===== src/rtl/riscv_mc_pkg.sv =====
// rtl/riscv_mc_pkg.sv - shared encodings for the multi-cycle RV32I controller
package riscv_mc_pkg;

  typedef enum logic [3:0] {
    S_FETCH    = 4'd0,
    S_DECODE   = 4'd1,
    S_MEMADR   = 4'd2,
    S_MEMREAD  = 4'd3,
    S_MEMWB    = 4'd4,
    S_MEMWRITE = 4'd5,
    S_EXECR    = 4'd6,
    S_EXECI    = 4'd7,
    S_ALUWB    = 4'd8,
    S_BRANCH   = 4'd9,
    S_JAL      = 4'd10,
    S_EXECJALR = 4'd11,
    S_JALRLINK = 4'd12,
    S_LUI      = 4'd13
  } stateT;

  localparam logic [6:0] OP_R      = 7'b0110011;
  localparam logic [6:0] OP_IALU   = 7'b0010011;
  localparam logic [6:0] OP_LOAD   = 7'b0000011;
  localparam logic [6:0] OP_STORE  = 7'b0100011;
  localparam logic [6:0] OP_BRANCH = 7'b1100011;
  localparam logic [6:0] OP_JAL    = 7'b1101111;
  localparam logic [6:0] OP_JALR   = 7'b1100111;
  localparam logic [6:0] OP_LUI    = 7'b0110111;

  localparam logic [1:0] RES_ALUOUT    = 2'b00;
  localparam logic [1:0] RES_DATA      = 2'b01;
  localparam logic [1:0] RES_ALURESULT = 2'b10;
  localparam logic [1:0] RES_IMMEXT    = 2'b11;

  localparam logic [1:0] SRCA_PC    = 2'b00;
  localparam logic [1:0] SRCA_OLDPC = 2'b01;
  localparam logic [1:0] SRCA_A     = 2'b10;

  localparam logic [1:0] SRCB_B    = 2'b00;
  localparam logic [1:0] SRCB_IMM  = 2'b01;
  localparam logic [1:0] SRCB_FOUR = 2'b10;

  localparam logic [2:0] IMM_I = 3'b000;
  localparam logic [2:0] IMM_S = 3'b001;
  localparam logic [2:0] IMM_B = 3'b010;
  localparam logic [2:0] IMM_J = 3'b011;
  localparam logic [2:0] IMM_U = 3'b100;

  localparam logic [2:0] ALU_ADD  = 3'b000;
  localparam logic [2:0] ALU_SUB  = 3'b001;
  localparam logic [2:0] ALU_AND  = 3'b010;
  localparam logic [2:0] ALU_OR   = 3'b011;
  localparam logic [2:0] ALU_XOR  = 3'b100;
  localparam logic [2:0] ALU_SLT  = 3'b101;
  localparam logic [2:0] ALU_SLTU = 3'b110;

  localparam logic [1:0] ALUOP_ADD   = 2'b00;
  localparam logic [1:0] ALUOP_SUB   = 2'b01;
  localparam logic [1:0] ALUOP_FUNCT = 2'b10;

  // Immediate format is a pure function of the opcode; anything not listed uses I.
  function automatic logic [2:0] immSrcFor(input logic [6:0] op);
    case (op)
      OP_STORE:  return IMM_S;
      OP_BRANCH: return IMM_B;
      OP_JAL:    return IMM_J;
      OP_LUI:    return IMM_U;
      default:   return IMM_I;
    endcase
  endfunction

endpackage


===== src/rtl/alu_decoder.sv =====
// rtl/alu_decoder.sv - maps aluOp and funct fields to the ALU operation
module alu_decoder
  import riscv_mc_pkg::*;
(
  input  logic [1:0] aluOp,
  input  logic [2:0] funct3,
  input  logic       funct7b5,
  input  logic       opb5,
  output logic [2:0] aluControl
);

  always_comb begin
    aluControl = ALU_ADD;
    case (aluOp)
      ALUOP_SUB: aluControl = ALU_SUB;
      ALUOP_FUNCT: begin
        case (funct3)
          // opb5 separates R-type from I-type, so addi never turns into sub
          3'b000:  aluControl = (opb5 & funct7b5) ? ALU_SUB : ALU_ADD;
          3'b010:  aluControl = ALU_SLT;
          3'b011:  aluControl = ALU_SLTU;
          3'b100:  aluControl = ALU_XOR;
          3'b110:  aluControl = ALU_OR;
          3'b111:  aluControl = ALU_AND;
          default: aluControl = ALU_ADD;
        endcase
      end
      default: aluControl = ALU_ADD;
    endcase
  end

endmodule


===== src/rtl/multicycle_controller.sv =====
// rtl/multicycle_controller.sv - Moore FSM sequencing the shared-memory multi-cycle RV32I datapath
module multicycle_controller
  import riscv_mc_pkg::*;
(
  input  logic       clk,
  input  logic       rst,
  input  logic [6:0] op,
  input  logic [2:0] funct3,
  input  logic [6:0] funct7,
  input  logic       zero,
  input  logic       lt,
  output logic       pcWrite,
  output logic       adrSrc,
  output logic       memWrite,
  output logic       irWrite,
  output logic       regWrite,
  output logic [1:0] resultSrc,
  output logic [1:0] aluSrcA,
  output logic [1:0] aluSrcB,
  output logic [2:0] immSrc,
  output logic [2:0] aluControl
);

  stateT      state, nextState;
  logic       pcUpdate, branch, taken, rLegal;
  logic       adrSrcS, memWriteS, irWriteS, regWriteS;
  logic [1:0] resultSrcS, aluSrcAS, aluSrcBS, aluOp;
  logic [2:0] aluCtl;

  // Only base-ISA R-type encodings (funct7 0000000 / 0100000) are accepted.
  assign rLegal = ~(funct7[6] | (|funct7[4:0]));

  always_ff @(posedge clk) begin
    if (rst) state <= S_FETCH;
    else     state <= nextState;
  end

  always_comb begin
    nextState  = S_FETCH;
    pcUpdate   = 1'b0;
    branch     = 1'b0;
    adrSrcS    = 1'b0;
    memWriteS  = 1'b0;
    irWriteS   = 1'b0;
    regWriteS  = 1'b0;
    resultSrcS = RES_ALUOUT;
    aluSrcAS   = SRCA_PC;
    aluSrcBS   = SRCB_B;
    aluOp      = ALUOP_ADD;
    case (state)
      S_FETCH: begin
        irWriteS   = 1'b1;
        aluSrcBS   = SRCB_FOUR;
        resultSrcS = RES_ALURESULT;
        pcUpdate   = 1'b1;
        nextState  = S_DECODE;
      end
      S_DECODE: begin
        aluSrcAS = SRCA_OLDPC;
        aluSrcBS = SRCB_IMM;
        case (op)
          OP_LOAD, OP_STORE: nextState = S_MEMADR;
          OP_R:              nextState = rLegal ? S_EXECR : S_FETCH;
          OP_IALU:           nextState = S_EXECI;
          OP_JALR:           nextState = S_EXECJALR;
          OP_BRANCH:         nextState = S_BRANCH;
          OP_JAL:            nextState = S_JAL;
          OP_LUI:            nextState = S_LUI;
          default:           nextState = S_FETCH;
        endcase
      end
      S_MEMADR: begin
        aluSrcAS  = SRCA_A;
        aluSrcBS  = SRCB_IMM;
        nextState = (op == OP_STORE) ? S_MEMWRITE : S_MEMREAD;
      end
      S_MEMREAD: begin
        adrSrcS   = 1'b1;
        nextState = S_MEMWB;
      end
      S_MEMWB: begin
        resultSrcS = RES_DATA;
        regWriteS  = 1'b1;
      end
      S_MEMWRITE: begin
        adrSrcS   = 1'b1;
        memWriteS = 1'b1;
      end
      S_EXECR: begin
        aluSrcAS  = SRCA_A;
        aluOp     = ALUOP_FUNCT;
        nextState = S_ALUWB;
      end
      S_EXECI: begin
        aluSrcAS  = SRCA_A;
        aluSrcBS  = SRCB_IMM;
        aluOp     = ALUOP_FUNCT;
        nextState = S_ALUWB;
      end
      S_ALUWB: regWriteS = 1'b1;
      S_BRANCH: begin
        aluSrcAS = SRCA_A;
        aluOp    = ALUOP_SUB;
        branch   = 1'b1;
      end
      // JAL and JALRLINK both load PC from ALUOut and park PC+4 in ALUOut for the link write.
      S_JAL, S_JALRLINK: begin
        aluSrcAS  = SRCA_OLDPC;
        aluSrcBS  = SRCB_FOUR;
        pcUpdate  = 1'b1;
        nextState = S_ALUWB;
      end
      S_EXECJALR: begin
        aluSrcAS  = SRCA_A;
        aluSrcBS  = SRCB_IMM;
        nextState = S_JALRLINK;
      end
      S_LUI: begin
        resultSrcS = RES_IMMEXT;
        regWriteS  = 1'b1;
      end
      default: nextState = S_FETCH;
    endcase
  end

  always_comb begin
    case (funct3)
      3'b000:  taken = zero;
      3'b001:  taken = ~zero;
      3'b100:  taken = lt;
      3'b101:  taken = ~lt;
      default: taken = 1'b0;
    endcase
  end

  alu_decoder u_aluDecoder (
    .aluOp      (aluOp),
    .funct3     (funct3),
    .funct7b5   (funct7[5]),
    .opb5       (op[5]),
    .aluControl (aluCtl)
  );

  // Reset gates every output so an aborted instruction leaves no partial write.
  always_comb begin
    pcWrite    = 1'b0;
    adrSrc     = 1'b0;
    memWrite   = 1'b0;
    irWrite    = 1'b0;
    regWrite   = 1'b0;
    resultSrc  = 2'b00;
    aluSrcA    = 2'b00;
    aluSrcB    = 2'b00;
    immSrc     = 3'b000;
    aluControl = 3'b000;
    if (!rst) begin
      pcWrite    = pcUpdate | (branch & taken);
      adrSrc     = adrSrcS;
      memWrite   = memWriteS;
      irWrite    = irWriteS;
      regWrite   = regWriteS;
      resultSrc  = resultSrcS;
      aluSrcA    = aluSrcAS;
      aluSrcB    = aluSrcBS;
      immSrc     = immSrcFor(op);
      aluControl = aluCtl;
    end
  end

endmodule


===== config.mk =====
export PLATFORM = sky130hd
export DESIGN_NAME = multicycle_controller
export DESIGN_NICKNAME = d
export VERILOG_FILES = /design/src/rtl/riscv_mc_pkg.sv /design/src/rtl/alu_decoder.sv /design/src/rtl/multicycle_controller.sv
export SDC_FILE = /design/constraint.sdc
export NUM_CORES = 1
export LEC_CHECK = 0
export BUFFER_PORTS_ARGS = -buffer_cell sky130_fd_sc_hd__buf_4
export CAP_MARGIN = 10
export CORE_MARGIN = 2
export CORE_UTILIZATION = 45
export CTS_BUF_LIST = sky130_fd_sc_hd__clkbuf_4 sky130_fd_sc_hd__clkbuf_8
export DETAILED_ROUTE_END_ITERATION = 12
export GPL_TIMING_DRIVEN = 0
export PLACE_DENSITY_LB_ADDON = 0.1
export SETUP_SLACK_MARGIN = 0.2
export SYNTH_ARGS = -nofsm -noshare
export SYNTH_HDL_FRONTEND = slang
export SYNTH_HIERARCHICAL = 1
export SYNTH_SLANG_ARGS = --single-unit

===== constraint.sdc =====
create_clock -name clk -period 3.3 [get_ports clk]
set_input_delay 0.66 -clock clk [delete_from_list [all_inputs] [get_ports clk]]
set_output_delay 0.66 -clock clk [all_outputs]
set_load 0.02 [all_outputs]

# Word-level counts from Yosys, hierarchy flattened
# Index checks and enable logic that the tools add are counted.
# totals
wordCells,78
n_memories,0
latchBits,0
ram_bits,0
out_inout_bits,17
register_bits,4
input_bits,21
mem_bits_ro,0
# classes
multipliers,0
muxes,29
div_mod_pow,0
addsub,0
n_eq_ne,30
n_reduce_logical,12
bitwise_logic,6
n_shift,0
magnitude_cmp,0
# op_table
cell,count
case mux 4 bit (7 select lines),1
"== test 4 bit, second input constant",6
case mux 4 bit (6 select lines),1
"== test 7 x 6 -> 1 bit, second input constant",3
"== test 7 bit, second input constant",3
case mux 3 bit (6 select lines),1
"== test 4 x 3 -> 1 bit, second input constant",4
"== test 3 bit, second input constant",4
two-way mux 1 bit,12
two-way mux 3 bit,4
case mux 2 bit (2 select lines),3
case mux 3 bit (4 select lines),1
OR reduction 5 bit,2
OR reduction 3 bit,3
"== test 4 x 2 -> 1 bit, second input constant",2
OR reduction 4 bit,2
"== test 7 x 2 -> 1 bit, second input constant",1
"== test 7 x 5 -> 1 bit, second input constant",1
"== test 3 x 2 -> 1 bit, second input constant",2
two-way mux 2 bit,3
case mux 2 bit (3 select lines),1
case mux 3 bit (2 select lines),1
OR reduction 2 bit,3
"== test 4 x 1 -> 1 bit, second input constant",1
9 further kinds,12

# Depth between registers and ports, before layout
# Gate-level depths: netlist (run 1).
# depth
depth_word,6
mapped_depth,9
ltp_nobuf,7

# Hierarchy
# The synthesis (run 1) kept the hierarchy.
# by_module_without_submodules
mod,cells_per_inst,n_inst,area_per_inst_um2,seq_area_each_um2
multicycle_controller,103,1,721.9,80.1
alu_decoder,15,1,102.6,0.0

# Least setup slack after synthesis (run 1)
# Ideal clock, no wire load.
# synth_path
path_type,input to output
startpoint,in op[3]
endpoint,out immSrc[0]
path_slack_ns,0.842
arrival_time_ns,1.798
n_path_buf,1
cell_stages,3
required_time_ns,2.640
cell_sequence,buf_2 > or3_1 > a211oi_1
# synth_via
elab_chain_len,3
elab_cells_between_ends,6
classes_between,eq/ne: 4; mux: 2
# synth_lines
element,line_no,rtl
from (decl),multicycle_controller.sv:7,"input logic [6:0] op,"
== test 7 x 6 -> 1 bit / == test 7 bit (equally long branches),riscv_mc_pkg.sv:63,case (op)
case mux 3 bit (4 select lines) (*),riscv_mc_pkg.sv:63,
two-way mux 3 bit (*),multicycle_controller.sv:156,if (!rst) begin
to (decl),multicycle_controller.sv:20,"output logic [2:0] immSrc,"
# Every way passes the cells marked *; elsewhere a longest branch is shown, timed or not.

# Final worst setup path (run 1)
# layout_path
startpoint,reg state[2]
endpoint,out aluControl[0]
# layout_via
elab_chain_len,6
elab_cells_between_ends,9
classes_between,eq/ne: 5; mux: 3; reduce/logical: 1
# layout_lines
element,line_no,rtl
from (decl),multicycle_controller.sv:24,"stateT state, nextState;"
from (signal assigned),multicycle_controller.sv:35,else state <= nextState;
== test 4 x 3 -> 1 bit,multicycle_controller.sv:50,case (state)
OR reduction 2 bit (no source line),--,
case mux 2 bit (2 select lines) (*),multicycle_controller.sv:50,
net aluOp[0],multicycle_controller.sv:27,"logic [1:0] resultSrcS, aluSrcAS, aluSrcBS, aluOp;"
== test 2 bit / == test 2 x 1 -> 1 bit (equally long branches),alu_decoder.sv:14,case (aluOp)
case mux 3 bit (2 select lines) (*),alu_decoder.sv:14,
net aluCtl[0],multicycle_controller.sv:28,logic [2:0] aluCtl;
two-way mux 3 bit (*),multicycle_controller.sv:156,
to (decl),multicycle_controller.sv:21,output logic [2:0] aluControl
# The timed path passes the listed nets; every way through them passes the cells marked *.

==> metrics.yaml, run 1 <==
status: "finished clean"
cts_buffers: 3
slew_viol_final: 0
via_count: 984
peakVddDrop_v: 0.0001300
tritoncts_clock_tree: "yes"
finalHoldViolCount: 0
synth-seq-cells: 4
cts_max_path_buffers: 2
max_flop_register: "state"
ios: 38
detailedPlacementHpwl_um: 1694
grt_util_all_layers_pct: 21.08
yosysSeqAreaShare_pct: 9.712
area_of_all_placed_cells_without_fillers_sq_um: 1141
chipHeight_um: 46.81
critical_path.endpoint_type: "output pin"
pin_count_of_the_biggest_net_entering_global_routing: 11
timing.final.crit_share_pct: 86.98
syn-cell-area_sq_um: 824.5
grt_pass1_vias: 851
critPathLaunch: "state[2]"
rsz0062_at_grt: "false"
fin_crit_ps: 2870
cp_max_fo: 10
postSynthNetCount: 141
initial_antenna_violation_count: 0
final.setup_skew_ps: 0.6020
wirelength_um: 2149
pwr_dens_nw_per_um2: 175.0
largest_registers: "state (4)"
netlist_instances: 118
critPathSlowestCell: "dfxtp_1"
numPortBuffers: 35
timing.rr.start: "state[2]"
floorplan.initialDensity_pct: 47.75
coreArea_sq_um: 1727
wire_per_inst_um: 11.87
finish.net_count: 181
cts.repair.resized: 0
synth.avg_cell_area_sq_um: 6.988
insertedDiodeCount: 0
largest_register_ffs: 4
worst_skew_pair.late_latency_ps: 240
post_cts.repair.setup_buffers: 0
final_cell_count_no_fill: 181
first_drt_pass_iteration_count: 4
arrival_ps: 2210
setup_tns_ps: 0
die_width_um: 46.81
first_pass_grt_wire_length_um: 3477
rrSetupSlack_ps: 1800
setup_slack_ps: 429.6
synth_ff_type: "dfxtp_1"
worst_slew_pin_slew_ps: 437.3
leakage_uw: 0.0004604
floorplan.die_area_sq_um: 2191
yosys.area.top_type_share_pct: 9.712
htree_levels: 1
clkSlewWorstSetupHoldPaths_ps: 40
synth.distinct_cells: 45
critPathMostFrequentCell: "nand2b_1"
cts.hold.buffers_added: 0
synth_enable_flop_cells: 0
total_power_uw: 199.6
cts_root_buffer: "clkbuf_4"
place_area_sq_um: 1119
hp-start: "state[0]"
min_path_type: "reg -> reg"
yosys_warnings: 6
gp_routability_congestion: 0.8501
cp_slowest_stage_delay_ps: 290
detail_route.vias_per_cell: 5.436
async_flop_share_pct: 0
path_cells: "clkbuf_1, buf_2, nand2b_1, nor2_1, inv_1, ha_1, nand2b_1, a221oi_2, nor2b_1, buf_4"
placed_cells: 178
timing.max_slew.rel_slack_pct: 70.84
post_detailed_route_count_of_antenna_violating_nets: 0
flow.area_growth_from_synthesis_pct: 38.39
worst_setup_path_start_kind: "flop"
drcViolationCount: 0
critical_path_required_ps: 2640
global_route.overflow_total: 0
yosys-top-cells-area: "dfxtp_1 9.7%, nor2b_1 5.3%, nand2b_1 4.6%"
timing.setup.critical_path_class: "reg -> out"
synth_top_cell_by_area: "dfxtp_1"
max_cap_violations: 0
preCtsSetupSlack_ps: 694.3
number_of_placement_rows: 15
dr.first_iter.drc_count: 19
clock-sinks: 4
post_route_cells_drive_above_1_share_pct: 29.49
max_freq_mhz: 348.4
setup-violations-final: 0
==> power by group <==
part	internal [uW]	total [uW]	switching [uW]
Sequential	49.9	51.5	1.67
Clock	40.8	62.0	21.2
Combinational	41.1	86.1	45.0
==> per-stage QoR <==
stage	hold slack, ps	utilization [%]
detailed placement	713.3	64.78
global route	736.7	66.09
finish	718.6	66.09
global placement	703.4	64.78
CTS	721.8	66.09
floorplan	633.6	-
==> path summary, 6_finish.rpt <==
kind                        end  cells after the start
hold / removal         state[2]                      3
setup / recovery  aluControl[0]                     10
setup reg to reg       state[3]                      5
hold reg to reg        state[2]                      3
==> cell usage after synthesis, types with 2 or more instances <==
library cell  instances
a21oi_1               5
nand3_1               3
buf_2                 4
nand2_1               4
inv_1                 6
nand4b_1              2
nor4b_1               4
xnor2_1               3
nand2b_1              6
o21ai_1               4
ha_1                  2
nor3_1                7
xor2_1                2
o2111ai_1             2
a21boi_0              2
nand3b_1              3
nor4_1                2
mux2i_1               3
nor2_1                9
a211oi_1              3
dfxtp_1               4
or4_1                 2
clkbuf_1              6
o21a_1                2
nor2b_1               7
or3_1                 2
==> critical path: cells and delay by family (launching register included) <==
family                   cells  cell delay (ps)
flip-flops                   1              290
adder cells (fa/ha/maj)      1              190
AND/OR/NAND/NOR              4              490
AO/OA/AOI/OAI                1              260
buffers and inverters        4              740
==> cell type report <==
cell class                 count  area [sq um]
buffer                        12         57.56
inverter                       6         22.52
tap                           25         31.28
multi-input combinational     96         664.4
sequential                     4         80.08
clock buffer                   3         22.52
fill                         176         585.6
timing repair buffer          35         262.8
==> logic make-up after synthesis <==
kind of cell               count (synthesis)  share of synthesized area, %
buffers and inverters                     18                         9.711
and+or+nand+nor                           58                         43.85
xor gates and xnor gates                   5                         5.312
adders and majority gates                  2                         3.034
muxes                                      3                         3.642
DFF                                        4                         9.712
AOI/OAI and AO/OA                         28                         24.73
==> metal layers <==
layer  track usage (%)  up-vias  share of wire, %
met5                 0        -                 0
met4             3.333        0                 0
met3             2.308        0               6.1
met2             33.70       41                47
met1             31.09      434                47
li1                  -      509                 -
==> cells in the final DEF, fill, tap and decap left out, types with 4 or more instances in the layout <==
cell type  netlist  layout
a21oi_1          5       5
buf_4            0      35
nor2b_1          7       7
o21ai_1          4       4
nor2_1           9       9
nand2b_1         6       6
nor4b_1          4       4
clkbuf_1         6       6
nor3_1           7       7
inv_1            6       6
buf_2            4       4
nand2_1          4       4
dfxtp_1          4       4
(Power assumes the default switching activity.)
==> inputs of run 2 (changes only) <==
- CORE_UTILIZATION: 45 -> 52
- REMOVE_ABC_BUFFERS: default -> 1
==> run 2 against run 1 <==
  * Power is 1.6% lower
  * Highest routed layer is now met4
  * Design area is 4.7% lower
  * Critical endpoint unchanged
  * Via count is 1.8% lower
  * Utilization is 6.9 points higher
  * Sequential power is 6.4% higher
  * Critical path type unchanged
  * Non-clock buffer count is 10 lower
  * Global-route usage is 3.1 points higher
  * Cell count is 10% lower
  * Die area is 12% lower
  * Hold slack better by 35 ps
==> metrics.yaml, run 2 (same netlist as run 1, synthesis figures left out) <==
grt_most_used_layer: "met2"
max_flop_register: "state"
clock-sinks: 4
floorplan.initialDensity_pct: 55.38
largest_registers: "state (4)"
number_of_placement_rows: 14
tritoncts_clock_tree: "yes"
critical_path_required_ps: 2640
cts.repair.resized: 0
setup-violations-final: 0
status: "finished clean"
detail_route.vias_per_cell: 5.963
htree_levels: 1
initial_antenna_violation_count: 0
slew_viol_final: 0
ios: 38
worst_skew_pair.late_latency_ps: 230
met3_capacity_usage_during_global_routing_pct: 2.083
fin_worst_hold_slack_ps: 753.3
grt_util_all_layers_pct: 24.15
leading_cell_type_in_the_layout_fill_and_taps_excluded: "buf_4"
setup_slack_ps: 479.7
globalRouteMet1Util_pct: 32.50
grt_pass1_vias: 868
pin_count_of_the_biggest_net_entering_global_routing: 22
wirelength_um: 2094
clkSlewWorstSetupHoldPaths_ps: 30
chipHeight_um: 43.82
pwr_dens_nw_per_um2: 180.6
drcViolationCount: 0
die_width_um: 43.82
gp_routability_congestion: 0.8347
post_detailed_route_count_of_antenna_violating_nets: 0
cts.hold.buffers_added: 0
flow.area_growth_from_synthesis_pct: 31.87
final_cell_mix: "37 x buf_4, 9 x nor2_1, 7 x nor2b_1, 7 x nor3_1"
preCtsSetupSlack_ps: 729.0
leakage_uw: 0.0004366
final.setup_skew_ps: 3.403
critical_path.endpoint_type: "output pin"
dr.first_iter.drc_count: 18
max_cap_violations: 0
cts_max_path_buffers: 2
coreArea_sq_um: 1489
first_drt_pass_iteration_count: 4
floorplan.die_area_sq_um: 1920
peakVddDrop_v: 0.0001072
final_core_utilization_pct: 73.03
finalHoldViolCount: 0
rsz0062_at_grt: "false"
grt_use_met2_pct: 40.59
numPortBuffers: 37
timing.max_slew.rel_slack_pct: 60.93
timing.final.crit_share_pct: 85.46
timing.setup.critical_path_class: "reg -> out"
min_path_type: "reg -> reg"
worst_slew_pin_slew_ps: 585.3
setup_tns_ps: 0
finish.net_count: 171
worst_setup_path_start_kind: "flop"
cts_buffers: 3
wire_per_inst_um: 12.93
max_freq_mhz: 354.6
largest_register_ffs: 4
post_cts.repair.setup_buffers: 0
cp_max_fo: 18
cts_root_buffer: "clkbuf_4"
fin_crit_ps: 2820
detailedPlacementHpwl_um: 1578
first_pass_grt_wire_length_um: 3608
post_route_cells_drive_above_1_share_pct: 29.45
insertedDiodeCount: 0
via_count: 966
arrival_ps: 2160
global_route.overflow_total: 0
-- run 2: cell types whose count changed in the layout (fill, tap and decap cells not counted), sizes merged --
cell / change
clkbuf: -6
buf: -4
-- run 2: layer usage --
| metal | up-vias | wire (um) | part of all wire, % |
|---|---|---|---|
| li1 | 489 | - | - |
| met1 | 435 | 908 | 43 |
| met2 | 40 | 1024 | 49 |
| met3 | 2 | 153 | 7.3 |
| met4 | 0 | 7 | 0.33 |
| met5 | - | 0 | 0 |
-- run 2: cell type report --
cell class,instances,area (sq um)
well taps,16,20.02
clock buffers,3,22.52
multi-input cells,96,664.4
flip-flops and latches,4,80.08
repair buffers,37,277.8
fillers,128,401.6
inverters,6,22.52
-- run 2: metrics by stage --
stage,power [uW],cell area (sq um),cells
after detailed placement,137.3,1065,159
final,196.4,1087,162
after CTS,198.4,1087,162
after global placement,135.4,1065,159
after global routing,209.1,1087,162
after floorplan,92.88,767.0,106
-- run 2: worst paths after layout --
path                            startpoint       endpoint  slack, ps  depth (start not counted)
worst max-delay path              state[1]  aluControl[0]        480                          7
worst min-delay path              state[1]       state[1]        750                          2
worst max register to register    state[0]       state[1]       1690                          4
worst min register to register    state[1]       state[1]        750                          2
-- run 2: worst max-delay path, stage by stage (launching register included) --
cell and delay [ps]:
dfxtp_1 680, nor2b_1 220, and2_1 170, ha_1 200, nand2b_1 90, a221oi_2 260, nor2b_1 160, buf_4 140
-- run 2: where the power goes --
group / internal, uW / switching [uW]
logic: 40.6 / 41.4
clock network: 40.6 / 19.0
registers: 49.9 / 4.87
